===== src/rtl/gf_ser_pkg.sv =====
// Shared types and helpers for the GF result serializer.
// Optional parity beat selected by GF_SER_PARITY_EN.
package gf_ser_pkg;

`ifdef GF_SER_PARITY_EN
    typedef enum logic [1:0] {
        IDLE   = 2'd0,
        SHIFT  = 2'd1,
        PARITY = 2'd2
    } ser_state_e;
`else
    typedef enum logic [1:0] {
        IDLE   = 2'd0,
        SHIFT  = 2'd1
    } ser_state_e;
`endif

    localparam logic [1:0] SEL_OUT   = 2'd0;
    localparam logic [1:0] SEL_POLY  = 2'd1;
    localparam logic [1:0] SEL_MULT  = 2'd2;
    localparam logic [1:0] SEL_CARRY = 2'd3;

    // Width 0 or anything above the core width means "full width".
    function automatic int unsigned frame_len(input logic [1:0] sel,
                                              input int unsigned width,
                                              input int unsigned dw);
        int unsigned w;
        w = ((width == 32'd0) || (width > dw)) ? dw : width;
        case (sel)
            SEL_MULT:  return 32'd2 * w;
            SEL_CARRY: return 32'd1;
            default:   return w;
        endcase
    endfunction

endpackage


===== src/rtl/gf_result_serializer_if.sv =====
// 1-bit valid/ready serial link with frame-end marking.
interface gf_result_serializer_if;
    logic ser_data;
    logic ser_valid;
    logic ser_ready;
    logic ser_last;

    modport master (output ser_data, output ser_valid, output ser_last, input ser_ready);
    modport slave  (input ser_data, input ser_valid, input ser_last, output ser_ready);
endinterface


===== src/rtl/gf_piso.sv =====
// Parallel-load, LSB-first shift register with a beat down-counter and
// a registered last flag that is high while count == 1.
module gf_piso #(
    parameter int WIDTH = 64,
    parameter int CW    = 7
) (
    input  logic             clk,
    input  logic             reset,
    input  logic             load,
    input  logic             shift_en,
    input  logic [WIDTH-1:0] load_data,
    input  logic [CW-1:0]    load_len,
    output logic             data,
    output logic             last
);

    logic [WIDTH-1:0] sr_r;
    logic [CW-1:0]    cnt_r;
    logic             last_r;

    // Load has priority so a new frame can start on the old frame's final shift.
    always_ff @(posedge clk) begin
        if (reset) begin
            sr_r   <= '0;
            cnt_r  <= '0;
            last_r <= 1'b0;
        end else if (load) begin
            sr_r   <= load_data;
            cnt_r  <= load_len;
            last_r <= (load_len == CW'(1));
        end else if (shift_en && (cnt_r != '0)) begin
            sr_r   <= sr_r >> 1;
            cnt_r  <= cnt_r - CW'(1);
            last_r <= (cnt_r == CW'(2));
        end else begin
            sr_r   <= sr_r;
            cnt_r  <= cnt_r;
            last_r <= last_r;
        end
    end

    assign data = sr_r[0];
    assign last = last_r;

endmodule


===== src/rtl/gf_result_serializer.sv =====
// Captures one GF core result on op_finish and streams it LSB-first.
// Define GF_SER_PARITY_EN to append an even-parity beat to each frame.
module gf_result_serializer
    import gf_ser_pkg::*;
#(
    parameter int DATA_WIDTH = 32
) (
    input  logic                        clk,
    input  logic                        reset,
    input  logic                        op_finish,
    input  logic [1:0]                  res_sel,
    input  logic [$clog2(DATA_WIDTH):0] in_width,
    input  logic [DATA_WIDTH-1:0]       res_out,
    input  logic [DATA_WIDTH-1:0]       res_poly,
    input  logic [2*DATA_WIDTH-1:0]     res_mult,
    input  logic                        res_carry,
    gf_result_serializer_if.master      ser,
    output logic                        busy,
    output logic                        overrun
);

    localparam int SW = 2 * DATA_WIDTH;
    localparam int CW = $clog2(SW) + 1;

    ser_state_e    state_r, next_state_s;
    logic [SW-1:0] cap_raw_s, cap_masked_s;
    logic [CW-1:0] len_s;
    logic          load_s, shift_s, hs_s, final_hs_s;
    logic          piso_data_s, piso_last_s;
    logic          overrun_r;

    // Bits above the frame length are zeroed so the register drains to 0.
    function automatic logic [SW-1:0] len_mask(input int unsigned len);
        logic [SW-1:0] m;
        m = '0;
        for (int unsigned i = 0; i < SW; i++) begin
            m[i] = (i < len);
        end
        return m;
    endfunction

    // Result select and frame length, sampled only when a load happens.
    always_comb begin
        cap_raw_s = '0;
        case (res_sel)
            SEL_OUT:   cap_raw_s = {{DATA_WIDTH{1'b0}}, res_out};
            SEL_POLY:  cap_raw_s = {{DATA_WIDTH{1'b0}}, res_poly};
            SEL_MULT:  cap_raw_s = res_mult;
            SEL_CARRY: cap_raw_s = {{(SW-1){1'b0}}, res_carry};
            default:   cap_raw_s = '0;
        endcase
        len_s        = CW'(frame_len(res_sel, 32'(in_width), 32'(DATA_WIDTH)));
        cap_masked_s = cap_raw_s & len_mask(32'(len_s));
    end

    assign hs_s = ser.ser_valid && ser.ser_ready;

`ifdef GF_SER_PARITY_EN
    logic parity_r;

    function automatic logic even_parity(input logic [SW-1:0] v);
        return ^v;
    endfunction

    assign final_hs_s = (state_r == PARITY) && hs_s;

    // Parity of the captured frame is fixed at load time.
    always_ff @(posedge clk) begin
        if (reset) begin
            parity_r <= 1'b0;
        end else if (load_s) begin
            parity_r <= even_parity(cap_masked_s);
        end else begin
            parity_r <= parity_r;
        end
    end
`else
    assign final_hs_s = (state_r == SHIFT) && hs_s && piso_last_s;
`endif

    // Next state, load and shift control.
    always_comb begin
        next_state_s = state_r;
        load_s       = 1'b0;
        shift_s      = 1'b0;
        case (state_r)
            IDLE: begin
                if (op_finish) begin
                    next_state_s = SHIFT;
                    load_s       = 1'b1;
                end else begin
                    next_state_s = IDLE;
                end
            end
            SHIFT: begin
                shift_s = hs_s;
                if (hs_s && piso_last_s) begin
`ifdef GF_SER_PARITY_EN
                    next_state_s = PARITY;
`else
                    next_state_s = op_finish ? SHIFT : IDLE;
                    load_s       = op_finish;
`endif
                end else begin
                    next_state_s = SHIFT;
                end
            end
`ifdef GF_SER_PARITY_EN
            PARITY: begin
                if (hs_s) begin
                    next_state_s = op_finish ? SHIFT : IDLE;
                    load_s       = op_finish;
                end else begin
                    next_state_s = PARITY;
                end
            end
`endif
            default: begin
                next_state_s = IDLE;
            end
        endcase
    end

    // State register.
    always_ff @(posedge clk) begin
        if (reset) begin
            state_r <= IDLE;
        end else begin
            state_r <= next_state_s;
        end
    end

    // A result arriving while a frame is still running, other than on its final beat, is lost.
    always_ff @(posedge clk) begin
        if (reset) begin
            overrun_r <= 1'b0;
        end else if (op_finish && (state_r != IDLE) && !final_hs_s) begin
            overrun_r <= 1'b1;
        end else begin
            overrun_r <= overrun_r;
        end
    end

    gf_piso #(.WIDTH(SW), .CW(CW)) u_piso (
        .clk       (clk),
        .reset     (reset),
        .load      (load_s),
        .shift_en  (shift_s),
        .load_data (cap_masked_s),
        .load_len  (len_s),
        .data      (piso_data_s),
        .last      (piso_last_s)
    );

    // Output mux from registered state.
    always_comb begin
        ser.ser_data = 1'b0;
        ser.ser_last = 1'b0;
        case (state_r)
            SHIFT: begin
                ser.ser_data = piso_data_s;
`ifdef GF_SER_PARITY_EN
                ser.ser_last = 1'b0;
`else
                ser.ser_last = piso_last_s;
`endif
            end
`ifdef GF_SER_PARITY_EN
            PARITY: begin
                ser.ser_data = parity_r;
                ser.ser_last = 1'b1;
            end
`endif
            default: begin
                ser.ser_data = 1'b0;
                ser.ser_last = 1'b0;
            end
        endcase
    end

    assign ser.ser_valid = (state_r != IDLE);
    assign busy          = (state_r != IDLE);
    assign overrun       = overrun_r;

endmodule


===== src/flat_wrapper.sv =====
// flat-port wrapper written by rule: the top's interface ports become plain ports
module gf_result_serializer_flat import gf_ser_pkg::*;
#(
    parameter int DATA_WIDTH = 32
)
  (clk, reset, op_finish, res_sel, in_width, res_out, res_poly, res_mult, res_carry, busy, overrun, ser_ser_data, ser_ser_valid, ser_ser_last, ser_ser_ready);
  gf_result_serializer_if ser_i ();
  input  logic clk;
  input  logic reset;
  input  logic op_finish;
  input  logic [1:0] res_sel;
  input  logic [$clog2(DATA_WIDTH):0] in_width;
  input  logic [DATA_WIDTH-1:0] res_out;
  input  logic [DATA_WIDTH-1:0] res_poly;
  input  logic [2*DATA_WIDTH-1:0] res_mult;
  input  logic res_carry;
  output logic busy;
  output logic overrun;
  output wire logic [$bits(ser_i.ser_data)-1:0] ser_ser_data;
  output wire logic [$bits(ser_i.ser_valid)-1:0] ser_ser_valid;
  output wire logic [$bits(ser_i.ser_last)-1:0] ser_ser_last;
  input wire logic [$bits(ser_i.ser_ready)-1:0] ser_ser_ready;
  assign ser_ser_data = ser_i.ser_data;
  assign ser_ser_valid = ser_i.ser_valid;
  assign ser_ser_last = ser_i.ser_last;
  assign ser_i.ser_ready = ser_ser_ready;
  gf_result_serializer #(.DATA_WIDTH(DATA_WIDTH)) u_core (.clk(clk), .reset(reset), .op_finish(op_finish), .res_sel(res_sel), .in_width(in_width), .res_out(res_out), .res_poly(res_poly), .res_mult(res_mult), .res_carry(res_carry), .ser(ser_i), .busy(busy), .overrun(overrun));
endmodule

===== config.mk =====
export PLATFORM = sky130hd
export DESIGN_NAME = gf_result_serializer_flat
export DESIGN_NICKNAME = d
export VERILOG_FILES = /design/src/rtl/gf_ser_pkg.sv /design/src/rtl/gf_result_serializer_if.sv /design/src/rtl/gf_piso.sv /design/src/rtl/gf_result_serializer.sv /design/src/flat_wrapper.sv
export SDC_FILE = /design/constraint.sdc
export NUM_CORES = 1
export LEC_CHECK = 0
export ABC_AREA = 1
export ABC_CLOCK_PERIOD_IN_PS = 4700
export CAP_MARGIN = 10
export CORE_MARGIN = 5
export CORE_UTILIZATION = 45
export DETAILED_ROUTE_END_ITERATION = 7
export PLACE_DENSITY_LB_ADDON = 0.3
export RECOVER_POWER = 50
export SYNTH_ARGS = -nofsm -noshare
export SYNTH_HDL_FRONTEND = slang
export SYNTH_SLANG_ARGS = --single-unit

===== constraint.sdc =====
create_clock -name clk -period 4.7 [get_ports clk]
set_clock_uncertainty 0.1 [all_clocks]
set_input_delay 0.94 -clock clk [delete_from_list [all_inputs] [get_ports clk]]
set_output_delay 0.94 -clock clk [all_outputs]
set_load 0.03 [all_outputs]

-- Yosys cells after proc, flatten, opt, wreduce, memory -nomap -nowiden
Index checks and enable logic that the tools add are counted.
- flip-flop bits (word level): 75
- bits of input ports: 141
- output and inout bits: 5
- word-level logic and storage cells: 111
- add/sub/neg operators: 1
- $lt $le $gt $ge: 65
- eq/ne operators: 6
- muxes and demuxes: 18
- bitwise logic cells: 1
- reductions and logical operators: 15
- operators with widths (cell ; count):
    64-bit one-hot mux with 4 select lines ; 1
    6-bit by 7-bit < comparator with 1-bit output (first input constant) ; 32
    64-bit two-way mux ; 2
    5-bit by 7-bit < comparator with 1-bit output (first input constant) ; 16
    64-bit AND ; 1
    4-bit by 7-bit < comparator with 1-bit output (first input constant) ; 8
    3-bit by 7-bit < comparator with 1-bit output (first input constant) ; 4
    1-bit by 7-bit < comparator with 1-bit output (first input constant) ; 2
    2-bit by 7-bit < comparator with 1-bit output (first input constant) ; 2
    7-bit two-way mux ; 2
    7-bit one-hot mux with 2 select lines ; 1
    1-bit two-way mux ; 8
    7-bit by 1-bit equality test with 1-bit output (second input constant) ; 1
    7-bit by 2-bit equality test with 1-bit output (second input constant) ; 1
    1-bit logical AND ; 7
    7-bit nonzero test ; 1
    7-bit by 1-bit subtractor with 7-bit output (second input constant) ; 1
    6-bit > comparator (second input constant) ; 1
    6-bit zero test ; 1
    6-bit two-way mux ; 1
    2-bit by 1-bit equality test with 1-bit output (second input constant) ; 2
    2-bit equality test (second input constant) ; 2
    2-bit zero test ; 2
    2-bit one-hot mux with 2 select lines ; 1
    5 further kinds ; 6

-- Longest topological paths before layout
- depth in word-level cells: 7
- depth in mapped cells: 11
- gate-level depth less buffers: 11

-- Cells and area by module
A second synthesis with hierarchy kept.
- cell total of the unflattened synthesis: 824
- area, all modules: 5288.8 um2
- by module, submodules not included (module ; instances ; cells each ; area each (um2) ; seq. area each (um2)):
    gf_piso ; 1 ; 452 ; 3564.7 ; 1441.4
    gf_result_serializer ; 1 ; 372 ; 1724.2 ; 40.0

-- Worst setup path after synthesis
No wires, ideal clock.
- path type: input to register
- from: in res_sel[1]
- to: reg u_core.u_piso.sr_r[1]
- library setup time: 0.129 ns
- arrival time: 1.965 ns
- data required time: 4.471 ns
- slack: 2.506 ns
- cell stages on the path: 10
- buffers on the path: 2
- cell sequence: buf_6 > nand2_4 > inv_4 > nand2_4 > nand3_4 > nor2_2 > buf_6 > nand2_1 > o21ai_1 > a21oi_1
- cells in the longest elaborated chain, start to end: 5
- elaborated cells between the ends (all ways): 9
- those cells by class: order compare: 1; eq/ne: 3; mux: 3; bitwise: 1; reduce/logical: 1
- ends and longest elaborated chain (element ; RTL line ; RTL):
    from (decl) ; flat_wrapper.sv:11 ; input logic [1:0] res_sel;
    2-bit equality test ; gf_ser_pkg.sv:29, gf_result_serializer.sv:45 ;
    7-bit one-hot mux with 2 select lines ; gf_ser_pkg.sv:29 ; case (sel)
    1-bit by 7-bit < comparator with 1-bit output ; gf_result_serializer.sv:37 ; m[i] = (i < len);
    64-bit AND (*) ; gf_result_serializer.sv:53 ; cap_masked_s = cap_raw_s & len_mask(32'(len_s));
    64-bit two-way mux (*) ; gf_piso.sv:27 ; end else if (load) begin
    to (signal assigned) ; gf_piso.sv:28 ; sr_r <= load_data;
    to (signal assigned) ; gf_piso.sv:32 ; sr_r <= sr_r >> 1;
    to (signal assigned) ; gf_piso.sv:36 ; sr_r <= sr_r;
    to (decl) ; gf_piso.sv:17 ; logic [WIDTH-1:0] sr_r;
Mark *: on every way between the ends. The rest lies on a longest branch, timed or not.
A chain may end at the register's enable or synchronous reset.

-- Worst setup path in the final report
- from: in ser_ser_ready
- to: reg u_core.u_piso.sr_r[6]
- cells in the longest elaborated chain, start to end: 5
- elaborated cells between the ends (all ways): 8
- those cells by class: mux: 4; reduce/logical: 4
- ends and longest elaborated chain (element ; RTL line ; RTL):
    from (decl) ; flat_wrapper.sv:22 ; input wire logic [$bits(ser_i.ser_ready)-1:0] ser_ser_ready;
    1-bit logical AND (*) ; gf_result_serializer.sv:56 ; assign hs_s = ser.ser_valid && ser.ser_ready;
    1-bit logical AND ; gf_result_serializer.sv:97 ; if (hs_s && piso_last_s) begin
    1-bit two-way mux ; gf_result_serializer.sv:97 ;
    1-bit one-hot mux with 2 select lines ; gf_result_serializer.sv:86 ; case (state_r)
    64-bit two-way mux or 2-bit nonzero test (tied branches) ; n/a ;
Marked as above.

==> run_results.csv <==
group,metric,value,unit
outcome,run_status,"completed",
synth,synth_top_area_frac,0.3241,
clock_network,post_cts_resize_count,0,
cells_and_area,seq_area,1481,sq um
power,powerDensity,299.6,nW/um^2
cells_and_area,final_cell_area,6306,sq um
timing,worst_slack,923.0,ps
clock_network,hold_buffers,0,
synth,synth_cell_types,39,
worst_setup_path,critPathLaunchType,"primary input",
clock_network,cts_tree,"done",
timing,period_minus_slack,3777,ps
timing,rsz0062_at_grt,"no",
power,p_leak,0.002423,uW
clock_network,post_cts_buffers,0,
global_routing,grt_max_degree,73,
clock_network,clockBufferDepth,2,
timing,fmax,264.8,MHz
timing,finalHoldViolCount,0,
timing,final_max_slew_viol_count,0,
synth,yosysWarnings,0,
synth,synth_edf_count,0,
place,hpwl,11.04,mm
timing,setup_violations,0,
detailed_routing,vias,5529,
cells_and_area,fillers,921,
die,die_area,12270,sq um
global_routing,grt_pass1_vias,5404,
place,place_congestion,0.8816,
global_routing,grt_pass1_wl,25.12,mm
synth,synth-main-ff-cell,"dfxtp_1",
detailed_routing,detail-route-antenna-nets,0,
synth,synthCells,717,
clock_network,cts.clk_slew.worst_paths,80,ps
die,die_x,110.8,microns
cells_and_area,nNetsFinal,978,
worst_setup_path,arrival,3900,ps
global_routing,grt_use_total,0.2420,
synth,yosysSeqAreaShare,0.3241,
cells_and_area,multi_input_area,2735,sq um
worst_setup_path,path_class,"primary input to flip-flop",
synth,avgSynthCellArea,6.375,sq um
synth,synthArstFlopShare,0,
clock_network,cts_max_level,3,
detailed_routing,wirelength,15.40,mm
place,portBuffers,145,
detailed_routing,wl_per_cell,15.84,microns
die,initial_core_util,0.4655,
worst_setup_path,critical_path_required,4830,ps
global_routing,antenna_found_initial,0,
timing,worst_pin_slew,1127,ps
detailed_routing,firstDrtPassIters,5,
detailed_routing,drtIter0Drc,558,
die,io_pins,146,
cells_and_area,final_cell_mix,"nand2_1, clkdlybuf4s50_1, o21ai_0",
synth,yosysTopAreaCell,"dfxtp_1",
clock_network,cts-buffers-inserted,9,
detailed_routing,via_per_inst,5.688,
power,irDropWorstVdd,186.3,uV
timing,final.period_utilization,0.8036,
cells_and_area,drive_above_1_share,0.07032,
synth,ys_ff_latch,74,
cells_and_area,area_delta_synth_final,37.97,%
clock_network,cts-root-buf,"clkbuf_8",
worst_setup_path,crit_path_end_kind,"flip-flop",
timing,fin_setup_tns,0,ps
detailed_routing,drc,0,
clock_network,cts.sinks,74,
cells_and_area,insertedDiodeCount,0,
worst_setup_path,cp_max_fo,72,
cells_and_area,final_common_cell,"nand2_1",
place,dp_slack,1115,ps
synth,syn_area,4571,sq um
die,num_rows,36,
synth,synth_area_leaders,"dfxtp_1, nand2_1, o21ai_0",
die,die_y,110.8,microns
synth,synth_nets,861,
place,placed_area,6031,sq um
clock_network,clock_latency,360,ps
min_path,hold_class,"flip-flop to flip-flop",
global_routing,grt_overflow,0,
timing,relSlewSlack,0.2471,
run,maxCapViolCount,0,
die,core,9819,sq um
[cells in the mapped netlist (2+ instances only)]
library cell and instances:
nand3b_1 3, buf_4 2, inv_2 8, inv_1 25
clkbuf_1 30, nor2_2 10, o21ai_0 125, nand4_1 16
nand2_4 2, nor3_1 5, nor2_1 32, a22o_1 3
a21oi_1 79, xor2_1 2, nand2_2 7, o211ai_1 2
nand2_1 179, buf_2 9, dfxtp_1 74, nor2_4 2
ha_1 3, buf_6 3, a31oi_1 5, nand3_1 70
o21ai_1 7
[registers in the layout (all words and copies together), names as in the netlist]
name / flops
u_core.overrun: 1
u_core.u_piso.sr_r: 64
u_core.state_r: 1
u_core.u_piso.last: 1
u_core.u_piso.cnt_r: 7
[worst paths after layout]
path / start / endpoint / slack, ps / depth (start not counted)
setup / recovery: ser_ser_ready / u_core.u_piso.sr_r[6] / 920 / 9
hold / removal: u_core.u_piso.sr_r[63] / u_core.u_piso.sr_r[63] / 380 / 2
hold reg to reg: u_core.u_piso.sr_r[63] / u_core.u_piso.sr_r[63] / 380 / 2
setup reg to reg: u_core.state_r[0] / u_core.u_piso.sr_r[6] / 1660 / 7
[through the flow]
step                power (uW)  std cells  utilization  hold slack, ps
floorplan                 1003        717            -           340.4
global placement          1185        956       0.6142           347.0
detailed placement        1203        956       0.6142           358.4
CTS                       1889        972       0.6432           375.4
global route              1972        972       0.6422           416.3
finish                    1889        972       0.6422           375.6
[critical path, stage by stage]
cell and delay, ps:
dlygate4sd3_1 550, nand2_1 70, nand2_1 80, nand2_1 830, inv_1 140, nor2_1 330, inv_2 470, o21ai_0 390
a21oi_1 90
[where the power goes]
part           switching [uW]  internal (uW)
Clock                     242            450
Combinational             266            207
Sequential               33.4            691
Total                     541           1350
[cells by family (layout without fill, tap and decap cells)]
| kind of cell | Yosys count | in the layout | share of synthesized area |
|---|---|---|---|
| xor+xnor | 2 | 2 | 0.003833 |
| compound gates | 228 | 228 | 0.2647 |
| flops | 74 | 74 | 0.3241 |
| buf+inv | 81 | 203 | 0.07637 |
| fa+ha+maj | 3 | 3 | 0.008213 |
| simple gates | 329 | 329 | 0.3227 |
[area by class of cell]
class                   instances  area share
repair buffers                152      0.2385
clock inverters                 4     0.01905
well taps                     133     0.02639
clock buffers                  12     0.02619
flip-flops and latches         74      0.2349
inverters                      35     0.02123
multi-input cells             562      0.4337
[per-layer routing]
| layer | vias up | GRT usage | routed length, microns |
|---|---|---|---|
| met5 | - | 0 | 0 |
| met4 | 0 | 0.06979 | 267 |
| met3 | 39 | 0.05131 | 1149 |
| met2 | 253 | 0.4260 | 7727 |
| met1 | 2557 | 0.2965 | 6257 |
| li1 | 2680 | - | - |
No activity file was read; power rests on OpenSTA's default activity.
